===== src/rtl/sap_core_param_if.sv =====
// Program-load and result bus of the SAP core. The core uses the slave side.
// The loader/observer uses the master side.
interface sap_core_param_if #(
  parameter int unsigned DATA_W = 8,
  parameter int unsigned ADDR_W = 4
) ();
  logic              prog_we;
  logic [ADDR_W-1:0] prog_addr;
  logic [DATA_W-1:0] prog_data;
  logic [DATA_W-1:0] out;
  logic              out_valid;
  logic              halted;
  logic [ADDR_W-1:0] pc;

  modport master (
    output prog_we, prog_addr, prog_data,
    input  out, out_valid, halted, pc
  );

  modport slave (
    input  prog_we, prog_addr, prog_data,
    output out, out_valid, halted, pc
  );
endinterface


===== src/rtl/sap_core_param.sv =====
// Parametrised SAP-class core: six-phase sequencer with writable RAM, immediate load,
// conditional jumps on carry/zero and a registered output port.
module sap_core_param #(
  parameter int unsigned DATA_W = 8,
  parameter int unsigned ADDR_W = 4
) (
  input  logic            clk,
  input  logic            clr,
  sap_core_param_if.slave bus
);

  localparam int unsigned Depth = 2 ** ADDR_W;

  localparam logic [3:0] OpNop = 4'h0;
  localparam logic [3:0] OpLda = 4'h1;
  localparam logic [3:0] OpAdd = 4'h2;
  localparam logic [3:0] OpSub = 4'h3;
  localparam logic [3:0] OpSta = 4'h4;
  localparam logic [3:0] OpLdi = 4'h5;
  localparam logic [3:0] OpJmp = 4'h6;
  localparam logic [3:0] OpJc  = 4'h7;
  localparam logic [3:0] OpJz  = 4'h8;
  localparam logic [3:0] OpOut = 4'hE;
  localparam logic [3:0] OpHlt = 4'hF;

  typedef enum logic [2:0] {StT1, StT2, StT3, StT4, StT5, StT6, StHalt} state_e;

  state_e            state_q, state_d;
  logic [ADDR_W-1:0] pc_q, pc_d;
  logic [ADDR_W-1:0] mar_q, mar_d;
  logic [DATA_W-1:0] ir_q, ir_d;
  logic [DATA_W-1:0] acc_q, acc_d;
  logic [DATA_W-1:0] b_q, b_d;
  logic              c_q, c_d;
  logic              z_q, z_d;
  logic [DATA_W-1:0] out_q, out_d;
  logic              out_valid_q, out_valid_d;

  logic [DATA_W-1:0] mem_q [Depth];
  logic              mem_we;
  logic [ADDR_W-1:0] mem_waddr;
  logic [DATA_W-1:0] mem_wdata;
  logic [DATA_W-1:0] ram_rdata;

  logic [3:0]        opcode;
  logic [ADDR_W-1:0] operand;
  logic [DATA_W-1:0] imm;
  logic              is_sub;
  logic [DATA_W-1:0] alu_b;
  logic [DATA_W:0]   sum;

  assign ram_rdata = mem_q[mar_q];
  assign opcode    = ir_q[DATA_W-1 -: 4];
  assign operand   = ir_q[ADDR_W-1:0];
  assign imm       = {4'b0000, ir_q[DATA_W-5:0]};

  // Subtraction is ACC + ~B + 1, so the carry out doubles as "no borrow".
  assign is_sub = (opcode == OpSub);
  assign alu_b  = is_sub ? ~b_q : b_q;
  assign sum    = {1'b0, acc_q} + {1'b0, alu_b} + {{DATA_W{1'b0}}, is_sub};

  always_comb begin
    state_d     = state_q;
    pc_d        = pc_q;
    mar_d       = mar_q;
    ir_d        = ir_q;
    acc_d       = acc_q;
    b_d         = b_q;
    c_d         = c_q;
    z_d         = z_q;
    out_d       = out_q;
    out_valid_d = 1'b0;

    unique case (state_q)
      StT1: begin
        mar_d   = pc_q;
        state_d = StT2;
      end
      StT2: begin
        pc_d    = pc_q + 1'b1;
        state_d = StT3;
      end
      StT3: begin
        ir_d    = ram_rdata;
        state_d = StT4;
      end
      StT4: begin
        state_d = StT5;
        case (opcode)
          OpLda, OpAdd, OpSub, OpSta: mar_d = operand;
          OpLdi: acc_d = imm;
          OpJmp: pc_d = operand;
          OpJc:  if (c_q) pc_d = operand;
          OpJz:  if (z_q) pc_d = operand;
          OpOut: begin
            out_d       = acc_q;
            out_valid_d = 1'b1;
          end
          OpHlt: state_d = StHalt;
          default: ;
        endcase
      end
      StT5: begin
        state_d = StT6;
        case (opcode)
          OpLda:        acc_d = ram_rdata;
          OpAdd, OpSub: b_d = ram_rdata;
          default: ;
        endcase
      end
      StT6: begin
        state_d = StT1;
        if (opcode == OpAdd || opcode == OpSub) begin
          acc_d = sum[DATA_W-1:0];
          c_d   = sum[DATA_W];
          z_d   = (sum[DATA_W-1:0] == '0);
        end
      end
      StHalt: state_d = StHalt;
      default: state_d = StT1;
    endcase
  end

  // The load port wins the RAM only while reset or halted; STA cannot coincide with either.
  always_comb begin
    mem_we    = 1'b0;
    mem_waddr = mar_q;
    mem_wdata = acc_q;
    if (bus.prog_we && (clr || state_q == StHalt)) begin
      mem_we    = 1'b1;
      mem_waddr = bus.prog_addr;
      mem_wdata = bus.prog_data;
    end else if (!clr && state_q == StT5 && opcode == OpSta) begin
      mem_we = 1'b1;
    end
  end

  always_ff @(posedge clk) begin
    if (mem_we) mem_q[mem_waddr] <= mem_wdata;
  end

  always_ff @(posedge clk) begin
    if (clr) begin
      state_q     <= StT1;
      pc_q        <= '0;
      mar_q       <= '0;
      ir_q        <= '0;
      acc_q       <= '0;
      b_q         <= '0;
      c_q         <= 1'b0;
      z_q         <= 1'b0;
      out_q       <= '0;
      out_valid_q <= 1'b0;
    end else begin
      state_q     <= state_d;
      pc_q        <= pc_d;
      mar_q       <= mar_d;
      ir_q        <= ir_d;
      acc_q       <= acc_d;
      b_q         <= b_d;
      c_q         <= c_d;
      z_q         <= z_d;
      out_q       <= out_d;
      out_valid_q <= out_valid_d;
    end
  end

  assign bus.out       = out_q;
  assign bus.out_valid = out_valid_q;
  assign bus.halted    = (state_q == StHalt);
  assign bus.pc        = pc_q;

endmodule


===== src/flat_wrapper.sv =====
// flat-port wrapper written by rule: the top's interface ports become plain ports
module sap_core_param_flat 
#(
  parameter int unsigned DATA_W = 8,
  parameter int unsigned ADDR_W = 4
)
  (clk, clr, bus_prog_we, bus_prog_addr, bus_prog_data, bus_out, bus_out_valid, bus_halted, bus_pc);
  sap_core_param_if #(.DATA_W(DATA_W), .ADDR_W(ADDR_W)) bus_i ();
  input  logic clk;
  input  logic clr;
  input wire logic [$bits(bus_i.prog_we)-1:0] bus_prog_we;
  input wire logic [$bits(bus_i.prog_addr)-1:0] bus_prog_addr;
  input wire logic [$bits(bus_i.prog_data)-1:0] bus_prog_data;
  output wire logic [$bits(bus_i.out)-1:0] bus_out;
  output wire logic [$bits(bus_i.out_valid)-1:0] bus_out_valid;
  output wire logic [$bits(bus_i.halted)-1:0] bus_halted;
  output wire logic [$bits(bus_i.pc)-1:0] bus_pc;
  assign bus_i.prog_we = bus_prog_we;
  assign bus_i.prog_addr = bus_prog_addr;
  assign bus_i.prog_data = bus_prog_data;
  assign bus_out = bus_i.out;
  assign bus_out_valid = bus_i.out_valid;
  assign bus_halted = bus_i.halted;
  assign bus_pc = bus_i.pc;
  sap_core_param #(.DATA_W(DATA_W), .ADDR_W(ADDR_W)) u_core (.clk(clk), .clr(clr), .bus(bus_i));
endmodule

===== config.mk =====
export PLATFORM = sky130hd
export DESIGN_NAME = sap_core_param_flat
export DESIGN_NICKNAME = d
export VERILOG_FILES = /design/src/rtl/sap_core_param_if.sv /design/src/rtl/sap_core_param.sv /design/src/flat_wrapper.sv
export SDC_FILE = /design/constraint.sdc
export NUM_CORES = 1
export LEC_CHECK = 0
export ABC_AREA = 1
export CAP_MARGIN = 20
export CORE_UTILIZATION = 35
export CTS_CLUSTER_DIAMETER = 40
export DETAILED_ROUTE_END_ITERATION = 8
export SLEW_MARGIN = 20
export SYNTH_ARGS = -nofsm -noshare
export SYNTH_HDL_FRONTEND = slang
export SYNTH_SLANG_ARGS = --single-unit

===== constraint.sdc =====
create_clock -name clk -period 6.63 [get_ports clk]
set_input_delay 1.6575 -clock clk [delete_from_list [all_inputs] [get_ports clk]]
set_output_delay 1.6575 -clock clk [all_outputs]
set_load 0.005 [all_outputs]

==> results_dict.tcl, run 1 <==
set metrics [dict create \
    outcome "finished clean" \
    regToRegSetupSlack_ns 3.80 \
    synth_area_leaders "edfxtp_1 (48%), dfxtp_1 (13%), o21ai_0 (6.7%)" \
    max_stage_delay_ns 0.94 \
    layout_commonest_cell "nor2_1" \
    coreArea_um2 22100 \
    clk_pin_slew_ns 0.07 \
    diodes 0 \
    final_cells 1116 \
    synthMuxAreaShare_pct 0.658 \
    power_density_nw_per_um2 286 \
    path_buf_inv 2 \
    die_w_um 153 \
    skew_ns 0.00792 \
    ys_seq_area_share_pct 60.6 \
    arrival_ns 4.58 \
    grt_pass1_wl_mm 31.0 \
    worst_pin_slew_ns 1.04 \
    drc_errors 0 \
    synth_nets 831 \
    ys_ff_latch 178 \
    yosys_warnings 0 \
    synth_top_family_by_area "simple AND/OR/NAND/NOR gates" \
    path_cells "clkdlybuf4s50_1 > inv_1 > nand3_1 > nand2_1 > nand3_2 > nor2_1" \
    initial_core_util_pct 36.2 \
    grt_overflow_total 0 \
    syn_avg_cell_area_um2 9.91 \
    worstSetupPathType "in -> reg" \
    vdd_drop_max_uv 175 \
    area_growth_pct 13.4 \
    cts_resized 0 \
    synthXorXnorAreaFrac_pct 0.877 \
    hpwl_mm 13.2 \
    synthAdderAreaFrac_pct 1.66 \
    nets 848 \
    portBuffers 28 \
    clock_latency_ns 0.43 \
    placementRows 54 \
    worst_setup_path_end_kind "register" \
    final_max_slew_viol_count 0 \
    post_synth_num_cell_types 41 \
    mostFrequentLayoutCells "nor2_1 (134), edfxtp_1 (128), o21ai_0 (107)" \
    tritoncts "yes" \
    vias 5793 \
    setup_viol 0 \
    rsz0062_at_grt "no" \
    critical-path-top-delay-family "buffers and inverters" \
    cp.required_ns 6.69 \
    numCtsBuffers 17 \
    die_area_um2 23400 \
    place_ws_ns 1.73 \
    period_needed_ns 4.52 \
    crit_fanout 27 \
    ant_nets 0 \
    antenna_found_initial 0 \
    drv_cap 0 \
    grt_max_degree 69 \
    syn_area_um2 7990 \
    holdCritPathClass "reg -> reg" \
    vias_per_cell 5.19 \
    power_w 0.00259 \
    r2r-end "u_core.b_q[4]" \
    slew_headroom_pct 30.5 \
    setup_tns_ns 0 \
    period_share_pct 68.2 \
    synthArstFlopShare_pct 0 \
    wire_per_inst_um 18.0 \
    syn_inst 806 \
    startpoint_type "input pin" \
    synth_top_area_share_pct 48.1 \
    synth-compound-area-share_pct 14.7 \
    grt_pass1_vias 5346 \
    whs_path_depth 2 \
    setup_ws_ns 2.11 \
    yosysTopAreaCell "edfxtp_1" \
    synth-edff-count 128 \
    drtIter0Drc 487 \
    leakage_nw 3.36 \
    post_cts_buffers 0 \
    min-delay-start "u_core.bus.out[4]" \
    io_pins 29 \
    cts_buffer_depth 2 \
    grt_usage_pct 17.7 \
    firstDrtPassIters 5 \
    hold_buffers 0 \
    wl_mm 20.1 \
    routabilityCongestion 0.855 \
    synth-simple-area-share_pct 14.9 \
    clock.fmax_mhz 221 \
    crit_path_top_delay_cell "clkdlybuf4s50_1" \
    worstRegToRegCells 10 \
    fp.dieH_um 153 \
    clock-sinks 178 \
    dp.cells 1084 \
    synth_flop_cell "edfxtp_1" \
    cts_root_buf "clkbuf_16" \
    holdPathEnd "u_core.bus.out[4]" \
    h-tree-depth 4 \
    hold_viol 0 \
    drive_gt1_share_pct 8.97 \
]
## layout make-up
| cell class | count | area (um^2) |
|---|---|---|
| fill | 2131 | 13000 |
| sequential | 178 | 4850 |
| multi-input combinational | 506 | 2630 |
| clock buffer | 17 | 425 |
| tap | 280 | 350 |
| inverter | 87 | 332 |
| timing repair buffer | 33 | 318 |
| clock inverter | 15 | 161 |
## layer usage
layer | share of wire (%) | vias up | global-route usage, %
met1 | 45 | 2731 | 24.9
met3 | 7.9 | 13 | 4.65
li1 | - | 2824 | -
met4 | 1.1 | 0 | 4.57
met2 | 46 | 225 | 26.8
met5 | 0 | - | 0
## tightest hold or removal path, cell delays in order (launching register included)
cell and delay [ns]:
dfxtp_1 0.33, nor2_1 0.05, nor2_1 0.08
## worst max path at each step
stage / end / slack [ns] / cells past startpoint / start
floorplan: u_core.mem_q[12][0] / 3.41 / 6 / clr
global placement: u_core.mem_q[4][4] / 1.81 / 6 / clr
detailed placement: u_core.mem_q[12][1] / 1.73 / 6 / clr
CTS: u_core.mem_q[12][6] / 2.18 / 6 / clr
global route: u_core.mem_q[0][5] / 1.97 / 6 / clr
finish: u_core.mem_q[3][5] / 2.11 / 6 / clr
## Yosys cell counts (all sizes together), types with 2 or more instances
master and instances:
xor2 7, o21ai 114, nor3 2, nand2 85, o22ai 5, nand3 48
ha 9, edfxtp 128, clkbuf 18, mux2 4, o211ai 25, inv 86
a21oi 52, nand4 4, nor2 137, dfxtp 50, o221ai 4, buf 17
a31oi 3
## flip-flops by register name, indices dropped and copies added, names as in the netlist, named ones only
name,count
u_core.b_q,8
u_core.mem_q,128
u_core.state_q,3
u_core.bus.out,8
u_core.mar_q,4
u_core.z_q,1
u_core.ir_q,8
u_core.acc_q,8
u_core.bus.out_valid,1
u_core.c_q,1
u_core.bus.pc,4
## cells by family (layout without fill, tap and decap cells)
kind of cell	count (synthesis)	in the layout
AOI/OAI and AO/OA	208	208
xor gates and xnor gates	8	8
adders and majority gates	10	10
buffers and inverters	122	152
DFF	178	178
muxes	4	4
and+or+nand+nor	276	276
## stage by stage
stage,utilization [%],instance area [um^2],hold WS (ns)
global placement,38.3,8470,0.465
floorplan,-,7990,0.441
CTS,41.0,9050,0.488
finish,41.0,9060,0.482
detailed placement,38.3,8470,0.473
global route,41.0,9060,0.511
## report_power, final
group / switching [W] / leakage [nW] / total [W] / internal (W)
Clock: 0.000474 / 0.289 / 0.00101 / 0.000535
Sequential: 0.0000245 / 1.58 / 0.00126 / 0.00123
Combinational: 0.000234 / 1.49 / 0.000327 / 0.0000925
Note: power is estimated with default switching activity, not from simulation.
==> run 2, diff against run 1 <==
clock period = 4.4 ns   (was 6.63 ns; I/O delays follow)
==> run 2 against run 1 <==
Final area up 0.54%. Sequential power up 50%. Hold slack better by 0.0047 ns. Wire length up 1.2%. Power up 51%. Via count up 1.6%. Critical endpoint is now u_core.mem_q[4][4]. Largest power group unchanged.
==> results_dict.tcl, run 2 (synthesized netlist as in run 1, its figures left out) <==
set metrics [dict create \
    outcome "finished clean" \
    place_ws_ns 0.797 \
    cts_buffer_depth 2 \
    wl_mm 20.3 \
    startpoint_type "input pin" \
    period_share_pct 71.2 \
    worst_r2r_startpoint "u_core.state_q[0]" \
    crit_fanout 10 \
    drv_cap 0 \
    vias_per_cell 5.25 \
    antenna_found_initial 0 \
    period_needed_ns 3.13 \
    setup_ws_ns 1.27 \
    fp.dieH_um 153 \
    grt_pass1_vias 5419 \
    initial_core_util_pct 36.2 \
    hpwl_mm 13.3 \
    nets 853 \
    leakage_nw 3.39 \
    layout_commonest_cell "nor2_1" \
    grt_overflow_total 0 \
    setup_viol 0 \
    routabilityCongestion 0.824 \
    diodes 0 \
    mostFrequentLayoutCells "nor2_1 (134), edfxtp_1 (128), o21ai_0 (107)" \
    skew_ns 0.0135 \
    clk_pin_slew_ns 0.07 \
    vdd_drop_max_uv 318 \
    hold_buffers 0 \
    drive_gt1_share_pct 9.27 \
    crit_start "clr" \
    h-tree-depth 4 \
    tritoncts "yes" \
    drc_errors 0 \
    placementRows 54 \
    holdCritPathClass "reg -> reg" \
    slew_headroom_pct 31.0 \
    clock_latency_ns 0.45 \
    vias 5886 \
    numCtsBuffers 17 \
    post_cts_buffers 0 \
    final_max_slew_viol_count 0 \
    grt_max_degree 68 \
    cts_root_buf "clkbuf_16" \
    portBuffers 28 \
    largest_reg_flops 128 \
    io_pins 29 \
    grt_pass1_wl_mm 31.3 \
    largest_register "u_core.mem_q" \
    clock.fmax_mhz 319 \
    area_growth_pct 14.0 \
    grt_usage_pct 18.0 \
    drtIter0Drc 457 \
    ant_nets 0 \
    wire_per_inst_um 18.1 \
    worst_pin_slew_ns 1.03 \
    die_w_um 153 \
    power_density_nw_per_um2 431 \
    cts_resized 0 \
    min-delay-start "u_core.bus.out[2]" \
    cp.required_ns 4.48 \
    setup_tns_ns 0 \
    worst_setup_path_end_kind "register" \
    hold_viol 0 \
    coreArea_um2 22100 \
    arrival_ns 3.21 \
    die_area_um2 23400 \
    rsz0062_at_grt "no" \
    worstSetupPathType "in -> reg" \
    firstDrtPassIters 5 \
    clock-sinks 178 \
]
run 2: cell count changes in the layout (fill, tap and decap cells not counted), sizes merged:
cell / before / now
clkinv: 6 / 9
inv: 94 / 93
clkinvlp: 1 / 0
bufinv: 1 / 0
buf: 5 / 10
run 2: path summary, 6_finish.rpt:
kind	cells after the start	slack, ns	endpoint
max	6	1.27	u_core.mem_q[4][4]
min	2	0.49	u_core.bus.out[2]
max reg2reg	8	1.73	u_core.mem_q[4][4]
min reg2reg	2	0.49	u_core.bus.out[2]
run 2: critical path, stage by stage:
cell	delay [ns]
clkdlybuf4s50_1	0.43
o21ai_2	0.54
nand2_1	0.11
o21ai_1	0.21
nand3_2	0.19
nor2_1	0.61
run 2: power breakdown:
part	internal (W)	switching (W)	total, W
clock	0.000771	0.000764	0.00154
combinational	0.000143	0.000361	0.000504
sequential	0.00186	0.0000313	0.00189
total	0.00277	0.00116	0.00393
run 2: routing by layer:
layer	wire [um]	share of wire, %	GRT usage (%)
met1	8860	44	24.6
met2	9400	46	27.9
met3	1580	7.8	3.26
met4	455	2.2	7.65
met5	0	0	0
run 2: final cells by class:
class	instances	area (um^2)
clock buffers	17	425
clock inverters	15	180
fillers	2124	13000
inverters	87	332
multi-input cells	506	2620
flip-flops and latches	178	4850
well taps	280	350
repair buffers	38	355
run 2: metrics by stage:
| stage | cell area, um^2 | cells | total power (W) | hold slack [ns] | utilization (%) |
|---|---|---|---|---|---|
| 5_1_grt | 9110 | 1121 | 0.00407 | 0.516 | 41.2 |
| 3_5_place_dp | 8510 | 1089 | 0.00243 | 0.477 | 38.5 |
| 3_3_place_gp | 8510 | 1089 | 0.00242 | 0.463 | 38.5 |
| 4_1_cts | 9110 | 1121 | 0.00394 | 0.492 | 41.2 |
| 2_1_floorplan | 7990 | 806 | 0.00225 | 0.441 | - |
| 6_report | 9110 | 1121 | 0.00393 | 0.487 | 41.2 |
